$ cat config.mk
export PLATFORM = sky130hd
export DESIGN_NAME = vk_mem_arbiter
export DESIGN_NICKNAME = d
export VERILOG_FILES = /design/src/rtl/vk_pkg.sv /design/src/rtl/vk_key_fifo.sv /design/src/rtl/vk_mem_arbiter.sv
export SDC_FILE = /design/constraint.sdc
export NUM_CORES = 1
export LEC_CHECK = 0
export ABC_AREA = 1
export ABC_CLOCK_PERIOD_IN_PS = 5400
export CAP_MARGIN = 20
export CORE_MARGIN = 5
export CORE_UTILIZATION = 33
export CTS_BUF_LIST = sky130_fd_sc_hd__clkbuf_4
export DETAILED_ROUTE_END_ITERATION = 16
export MAX_ROUTING_LAYER = met4
export PLACE_DENSITY_LB_ADDON = 0.3
export SKIP_LAST_GASP = 1
export SYNTH_ARGS = -nofsm -noshare
export SYNTH_HDL_FRONTEND = slang
export SYNTH_SLANG_ARGS = --single-unit
$ cat constraint.sdc
create_clock -name sys_clk -period 5.4 [get_ports sys_clk]
set_clock_uncertainty 0.05 [all_clocks]
set_input_delay 0.81 -clock sys_clk [delete_from_list [all_inputs] [get_ports sys_clk]]
set_output_delay 0.81 -clock sys_clk [all_outputs]
set_load 0.02 [all_outputs]
$ cat src/rtl/vk_pkg.sv
// Shared types and defaults for the video/key memory arbiter.
package vk_pkg;

    localparam int          ADDR_W_DEF   = 32;
    localparam int          DATA_W_DEF   = 32;
    localparam logic [31:0] KEY_ADDR_DEF = 32'h0000_20D0;

    typedef enum logic [1:0] {
        OWN_NONE,
        OWN_VGA,
        OWN_KEY,
        OWN_CPU
    } owner_e;

endpackage

$ cat src/rtl/vk_key_fifo.sv
// Small synchronous FIFO for keyboard codes; a pop lets a push at full succeed.
module vk_key_fifo #(
    parameter int DEPTH = 4,
    parameter int W     = 8,
    localparam int AW   = $clog2(DEPTH)
) (
    input  logic          clk,
    input  logic          rst_n,
    input  logic          push,
    input  logic [W-1:0]  din,
    input  logic          pop,
    output logic [W-1:0]  dout,
    output logic          full,
    output logic          empty,
    output logic [AW:0]   count
);

    logic [W-1:0]  mem [DEPTH];
    logic [AW-1:0] wr_ptr;
    logic [AW-1:0] rd_ptr;
    logic          do_push;
    logic          do_pop;

    assign empty   = (count == '0);
    assign full    = (count == (AW+1)'(DEPTH));
    assign do_pop  = pop && !empty;
    assign do_push = push && (!full || do_pop);
    assign dout    = mem[rd_ptr];

    always_ff @(posedge clk or negedge rst_n) begin
        if (!rst_n) begin
            wr_ptr <= '0;
            rd_ptr <= '0;
            count  <= '0;
        end else begin
            if (do_push) wr_ptr <= wr_ptr + AW'(1);
            if (do_pop)  rd_ptr <= rd_ptr + AW'(1);
            case ({do_push, do_pop})
                2'b10:   count <= count + (AW+1)'(1);
                2'b01:   count <= count - (AW+1)'(1);
                default: count <= count;
            endcase
        end
    end

    // Storage needs no reset: entries are only visible through count.
    always_ff @(posedge clk) begin
        if (do_push) mem[wr_ptr] <= din;
    end

endmodule

$ cat src/rtl/vk_mem_arbiter.sv
// Single-port vk memory arbiter: VGA reads, buffered keyboard mailbox writes, CPU access.
module vk_mem_arbiter
    import vk_pkg::*;
#(
    parameter int          ADDR_W   = ADDR_W_DEF,
    parameter int          DATA_W   = DATA_W_DEF,
    parameter logic [31:0] KEY_ADDR = KEY_ADDR_DEF,
    parameter int          KQ_DEPTH = 4,
    parameter int          STARVE   = 8
) (
    input  logic              sys_clk,
    input  logic              rst,
    input  logic              vga_req,
    input  logic [ADDR_W-1:0] vga_addr,
    output logic              vga_rvalid,
    output logic [DATA_W-1:0] vga_rdata,
    input  logic              key_valid,
    input  logic [7:0]        key_data,
    output logic              key_overflow,
    input  logic              key_ovf_clr,
    input  logic              cpu_req,
    input  logic              cpu_we,
    input  logic [ADDR_W-1:0] cpu_addr,
    input  logic [DATA_W-1:0] cpu_wdata,
    output logic              cpu_gnt,
    output logic              cpu_rvalid,
    output logic [DATA_W-1:0] cpu_rdata,
    output logic [ADDR_W-1:0] mem_addr,
    output logic              mem_wren,
    output logic [DATA_W-1:0] mem_wdata,
    input  logic [DATA_W-1:0] mem_rdata
);

    localparam int KA = $clog2(KQ_DEPTH);
    localparam int SW = $clog2(STARVE + 1);

    owner_e        owner;
    logic [7:0]    key_head;
    logic          key_full;
    logic          key_empty;
    logic [KA:0]   key_count;
    logic [SW-1:0] starve_cnt;
    logic          starve_hit;
    logic          key_drop;

    vk_key_fifo #(
        .DEPTH (KQ_DEPTH),
        .W     (8)
    ) u_key_fifo (
        .clk   (sys_clk),
        .rst_n (rst),
        .push  (key_valid),
        .din   (key_data),
        .pop   (owner == OWN_KEY),
        .dout  (key_head),
        .full  (key_full),
        .empty (key_empty),
        .count (key_count)
    );

    assign starve_hit = (starve_cnt >= SW'(STARVE));
    assign key_drop   = key_valid && key_full && (owner != OWN_KEY);

    // Owner is held at idle while reset is asserted so no access leaks out.
    always_comb begin
        owner = OWN_NONE;
        if (!rst)                         owner = OWN_NONE;
        else if (!key_empty && starve_hit) owner = OWN_KEY;
        else if (vga_req)                 owner = OWN_VGA;
        else if (!key_empty)              owner = OWN_KEY;
        else if (cpu_req)                 owner = OWN_CPU;
    end

    always_comb begin
        mem_addr  = '0;
        mem_wren  = 1'b0;
        mem_wdata = '0;
        cpu_gnt   = 1'b0;
        case (owner)
            OWN_KEY: begin
                mem_addr  = ADDR_W'(KEY_ADDR);
                mem_wren  = 1'b1;
                mem_wdata = {{(DATA_W-8){1'b0}}, key_head};
            end
            OWN_VGA: mem_addr = vga_addr;
            OWN_CPU: begin
                mem_addr  = cpu_addr;
                mem_wren  = cpu_we;
                mem_wdata = cpu_wdata;
                cpu_gnt   = 1'b1;
            end
            default: ;
        endcase
    end

    assign vga_rdata = mem_rdata;
    assign cpu_rdata = mem_rdata;

    always_ff @(posedge sys_clk or negedge rst) begin
        if (!rst) begin
            starve_cnt   <= '0;
            key_overflow <= 1'b0;
            vga_rvalid   <= 1'b0;
            cpu_rvalid   <= 1'b0;
        end else begin
            vga_rvalid <= (owner == OWN_VGA);
            cpu_rvalid <= (owner == OWN_CPU) && !cpu_we;
            if (key_empty || owner == OWN_KEY) starve_cnt <= '0;
            else if (!starve_hit)              starve_cnt <= starve_cnt + SW'(1);
            // A drop in the same cycle as a clear keeps the flag set.
            if (key_drop)         key_overflow <= 1'b1;
            else if (key_ovf_clr) key_overflow <= 1'b0;
        end
    end

    a_count_consistent: assert property (@(posedge sys_clk) disable iff (!rst)
        key_empty == (key_count == '0));

endmodule

==> results.toml, run 1 <==
[cts]
cts_setup_buffers = 0
ctsResizeCount = 0
cts_max_path_buffers = 2
root_buffer = "clkbuf_4"
path_clk_slew_ps = 140
numCtsBuffers = 5
insertion_delay_ps = 370
hold_buffers = 0
cts_tree = "done"
cts.sinks = 46
htreeDepth = 2

[synthesis]
synthCells = 352
yosys_register_bits = 46
synth_top_flop_cell = "edfxtp_1"
yosys.area.top_type = "edfxtp_1"
synth_cell_types = 27
syn_avg_cell_area_um2 = 8.99
synth_common_cells = "64 x buf_4, 51 x nor2_1, 43 x inv_1"
synth_most_common_cell = "buf_4"
ys_seq_area_frac = 0.414
async_flop_share = 0.304
synth_edf_count = 32
ys_top_cells_by_area = "edfxtp_1 30%, buf_4 15%, dfrtp_1 11%"
synth_top_area_share = 0.304
synthesis.area_um2 = 3160
synth_nets = 502
ys_warn_count = 0

[power_and_ir_drop]
p_per_area_nw_per_um2 = 329
leakagePower_nw = 1.90
power_mw = 1.53
ir_worst_vdd_uv = 217

[finish]
seq_area_um2 = 1310
nFillCells = 858
final_core_util = 0.500
multi_input_comb_area_um2 = 1100
fin_nets = 613
antennaDiodeCount = 0
syn_to_final_growth_pct = 46.6
drive_above_1_share = 0.0560

[grt]
track_usage = 0.193
first_global_vias = 2817
grt_max_degree = 34
antenna_found_initial = 0
grt_pass1_wl_um = 16400
grt_remaining_overflow = 0

[sta]
slew_viol_final = 0
fmax_mhz = 237
tightest_slew_ps = 798
grt_setup_unrepaired = "no"
setup_viol = 0
setup_ws_ps = 1170
fin_setup_tns_ps = 0
fin_crit_sh = 0.783
slew_headroom = 0.466
min_period_ps = 4230
finalHoldViolCount = 0

[worst_setup_path]
cp.required_ps = 4540
crit_fanout = 25
timing_worst_setup_path_type = "primary input to output port"
cp.arrival_ps = 3370
crit_slowest_cell = "clkdlybuf4s50_1"
cp_cell_sequence = "clkdlybuf4s50_1 > buf_4 > nand3_4 > nor2_4 > inv_2 > nor2_1 > clkdlybuf4s50_1"
cpMostUsedCell = "clkdlybuf4s50_1"
worst_setup_path_start_kind = "primary input"
max_stage_delay_ps = 640
critPathCaptureType = "output port"

[floorplan]
core_um2 = 9280
die_height_um = 108
boundaryPins = 276
fp.dieArea_um2 = 11600
die_w_um = 108
num_rows = 35
floorplan.initialDensity = 0.341

[hold_path]
holdCritPathClass = "flip-flop to flip-flop"

[run_status]
status = "complete, no violations"

[run]
maxCapViolations = 0

[drt]
vias = 2752
drc_errors = 0
wl_um = 11500
wl_per_cell_um = 19.4
antenna_left = 0
via_per_inst = 4.64
first_iter_violations = 234
drtPass1Iterations = 4

[placement]
place_congestion = 0.875
post-place-ws_ps = 1160
io_buffers = 179
hpwlAfterDp_um = 9690
final timing paths:
check | from | endpoint | slack [ps] | cells after the start
min reg2reg | u_key_fifo.count[2] | u_key_fifo.count[2] | 510 | 2
max in group asynchronous | rst | starve_cnt[1] | 4270 | 2
max reg2reg | u_key_fifo.count[2] | u_key_fifo.mem[3][7] | 3010 | 8
max | rst | mem_wdata[9] | 1170 | 7
min | u_key_fifo.count[2] | u_key_fifo.count[2] | 510 | 2
min in group asynchronous | rst | cpu_rvalid | 560 | 1
worst max-delay path: cells and delay by family:
kind,cells,cell delay (ps)
buffers and inverters,4,1750
and+or+nand+nor,3,810
metal layers:
| metal | share of wire | up-vias | track usage |
|---|---|---|---|
| li1 | - | 1324 | - |
| met1 | 0.37 | 1258 | 0.207 |
| met2 | 0.52 | 159 | 0.336 |
| met3 | 0.10 | 11 | 0.0744 |
| met4 | 0.012 | 0 | 0.0433 |
| met5 | 0 | - | - |
cell usage in the layout, fill, tap and decap left out, types with 2 or more instances in the layout:
| cell | n |
|---|---|
| nand2_1 | 29 |
| clkdlybuf4s50_1 | 179 |
| buf_4 | 2 |
| nand2_2 | 4 |
| clkbuf_4 | 6 |
| nor2_4 | 3 |
| nor2_1 | 51 |
| o22ai_1 | 9 |
| ha_1 | 6 |
| inv_2 | 3 |
| inv_1 | 43 |
| nand3_1 | 12 |
| o21ai_0 | 23 |
| dfrtp_1 | 14 |
| a21oi_1 | 2 |
| a22o_1 | 36 |
| edfxtp_1 | 32 |
registers in the layout, summed over array words and instances (netlist names):
signal	count
vga_rvalid	1
u_key_fifo.count	3
u_key_fifo.mem	32
u_key_fifo.wr_ptr	2
key_overflow	1
cpu_rvalid	1
starve_cnt	4
u_key_fifo.rd_ptr	2
kinds of logic (layout without fill, tap and decap cells):
group / after synthesis / count (layout) / synth area share
AO/OA/AOI/OAI: 71 / 71 / 0.163
buffers and inverters: 123 / 235 / 0.237
adder cells (fa/ha/maj): 7 / 7 / 0.0301
flip-flops: 46 / 46 / 0.414
AND/OR/NAND/NOR: 104 / 104 / 0.153
XOR/XNOR: 1 / 1 / 0.00277
stage by stage:
stage / cells / area (um2) / hold slack, ps
final: 593 / 4640 / 506
after global routing: 593 / 4640 / 510
after global placement: 585 / 4560 / 469
after CTS: 593 / 4640 / 504
after floorplan: 352 / 3160 / 442
after detailed placement: 585 / 4560 / 480
power breakdown:
| part | internal [mW] | total [mW] | switching, mW |
|---|---|---|---|
| Combinational | 0.340 | 0.766 | 0.425 |
| Clock | 0.103 | 0.212 | 0.109 |
| Sequential | 0.474 | 0.550 | 0.0769 |
| Total | 0.917 | 1.53 | 0.611 |
cell type report:
class                           count  area share
Timing Repair Buffer              181       0.390
Sequential cell                    46       0.283
Multi-Input combinational cell    183       0.238
Inverter                           46      0.0372
Tap cell                          129      0.0348
Clock buffer                        6     0.00971
Clock inverter                      2     0.00809
No activity file was read; power rests on OpenSTA's default activity.
==> run 2: changes to the inputs <==
- ABC_CLOCK_PERIOD_IN_PS: 5400 -> 3900
- clock period: 5.4 -> 3.9 ns (I/O delays scaled with it)
==> run 2 against run 1 <==
Sequential power is 38% higher; total power is 34% higher; setup slack worse by 830 ps; largest power group unchanged.
==> results.toml, run 2 (synthesis gave the netlist of run 1 again) <==
[drt]
via_per_inst = 4.57
wl_um = 11300
first_iter_violations = 120
antenna_left = 0
wl_per_cell_um = 18.9
drtPass1Iterations = 4
vias = 2731
drc_errors = 0

[finish]
final_common_cell = "clkdlybuf4s50_1"
stdcell_count = 598
fin_nets = 618
regMostFlops = "u_key_fifo.mem"
layout_common_cells = "179 x clkdlybuf4s50_1, 51 x nor2_1, 43 x inv_1"
nFillCells = 870
drive_above_1_share = 0.0661
largestRegisters = "u_key_fifo.mem (32), starve_cnt (4), u_key_fifo.count (3)"
final_core_util = 0.501
syn_to_final_growth_pct = 47.0
largest_reg_flops = 32
antennaDiodeCount = 0

[floorplan]
fp.dieArea_um2 = 11600
floorplan.initialDensity = 0.341
boundaryPins = 276
die_w_um = 108
num_rows = 35
die_height_um = 108
core_um2 = 9280

[worst_setup_path]
timing_worst_setup_path_type = "primary input to output port"
cp.required_ps = 3260
timing.reg2reg.setup_slack_ps = 1880
crit_fanout = 33
worst_setup_path_start_kind = "primary input"
rr_startpoint = "u_key_fifo.count[0]"
startpoint = "rst"
worst_r2r_path_depth = 9
cp.arrival_ps = 2920
r2r-end = "u_key_fifo.mem[3][5]"
critPathCaptureType = "output port"

[sta]
fin_setup_tns_ps = 0
slew_headroom = 0.501
min_period_ps = 3560
fin_crit_sh = 0.912
finalHoldViolCount = 0
slew_viol_final = 0
grt_setup_unrepaired = "no"
tightest_slew_ps = 747
fmax_mhz = 281
fin_hold_ws_ps = 402
setup_viol = 0

[grt]
grt_max_degree = 34
track_usage = 0.184
first_global_vias = 2684
grt_remaining_overflow = 0
antenna_found_initial = 0
grt_pass1_wl_um = 15800

[cts]
cts_max_path_buffers = 2
numCtsBuffers = 5
insertion_delay_ps = 350
ctsResizeCount = 0
path_clk_slew_ps = 120
cts.sinks = 46
hold_buffers = 0
cts_tree = "done"
cts_setup_buffers = 0
htreeDepth = 2
root_buffer = "clkbuf_4"

[placement]
hpwlAfterDp_um = 9530
place_congestion = 0.889
io_buffers = 179
dp_cells = 590

[run]
maxCapViolations = 0

[power_and_ir_drop]
power_mw = 2.05
p_per_area_nw_per_um2 = 441
ir_worst_vdd_uv = 313
leakagePower_nw = 1.92

[run_status]
status = "complete, no violations"

[hold_path]
holdCritPathClass = "primary input to async pin"
==> run 2: worst max path at each step <==
stage                   endpoint  slack, ps  cells past startpoint
global placement    mem_addr[14]        370                      7
CTS                 mem_addr[14]        320                      5
floorplan            mem_addr[0]       1730                      8
finish              mem_addr[14]        340                      5
detailed placement  mem_addr[14]        310                      5
global route        mem_addr[14]        220                      7
==> run 2: cell type report <==
type,instances,area (um2),share of cell area
Clock inverter,2,13.8,0.00296
Tap cell,129,161,0.0347
Multi-Input combinational cell,183,1100,0.237
Timing Repair Buffer,186,1840,0.396
Clock buffer,6,45.0,0.00968
Sequential cell,46,1310,0.282
Inverter,46,173,0.0371
==> run 2: per-stage QoR <==
stage	area, um2	setup slack (ps)
2_1_floorplan	3160	1730
3_3_place_gp	4590	375
3_5_place_dp	4590	311
4_1_cts	4650	318
5_1_grt	4650	220
6_report	4650	342
==> run 2: layer usage <==
metal  routed length, um  GRT usage
met1                4190      0.212
met2                5690      0.306
met5                   0          -
met4                 119     0.0334
met3                1330     0.0750
==> run 2: worst max-delay path, cell delays in order <==
cell and delay [ps]:
clkdlybuf4s50_1 610, nand3_4 180, nor2_4 630, a22o_1 270, clkdlybuf4s50_1 620
==> run 2: power by group <==
part,internal [mW],switching [mW]
Sequential,0.654,0.105
Clock,0.0780,0.146
Combinational,0.487,0.583
Total,1.22,0.833
==> run 3: changes to the inputs <==
- SKIP_LAST_GASP: 1 -> default
==> results of run 3 <==
The final DEF is identical to that of run 2; final timing and power are the same.
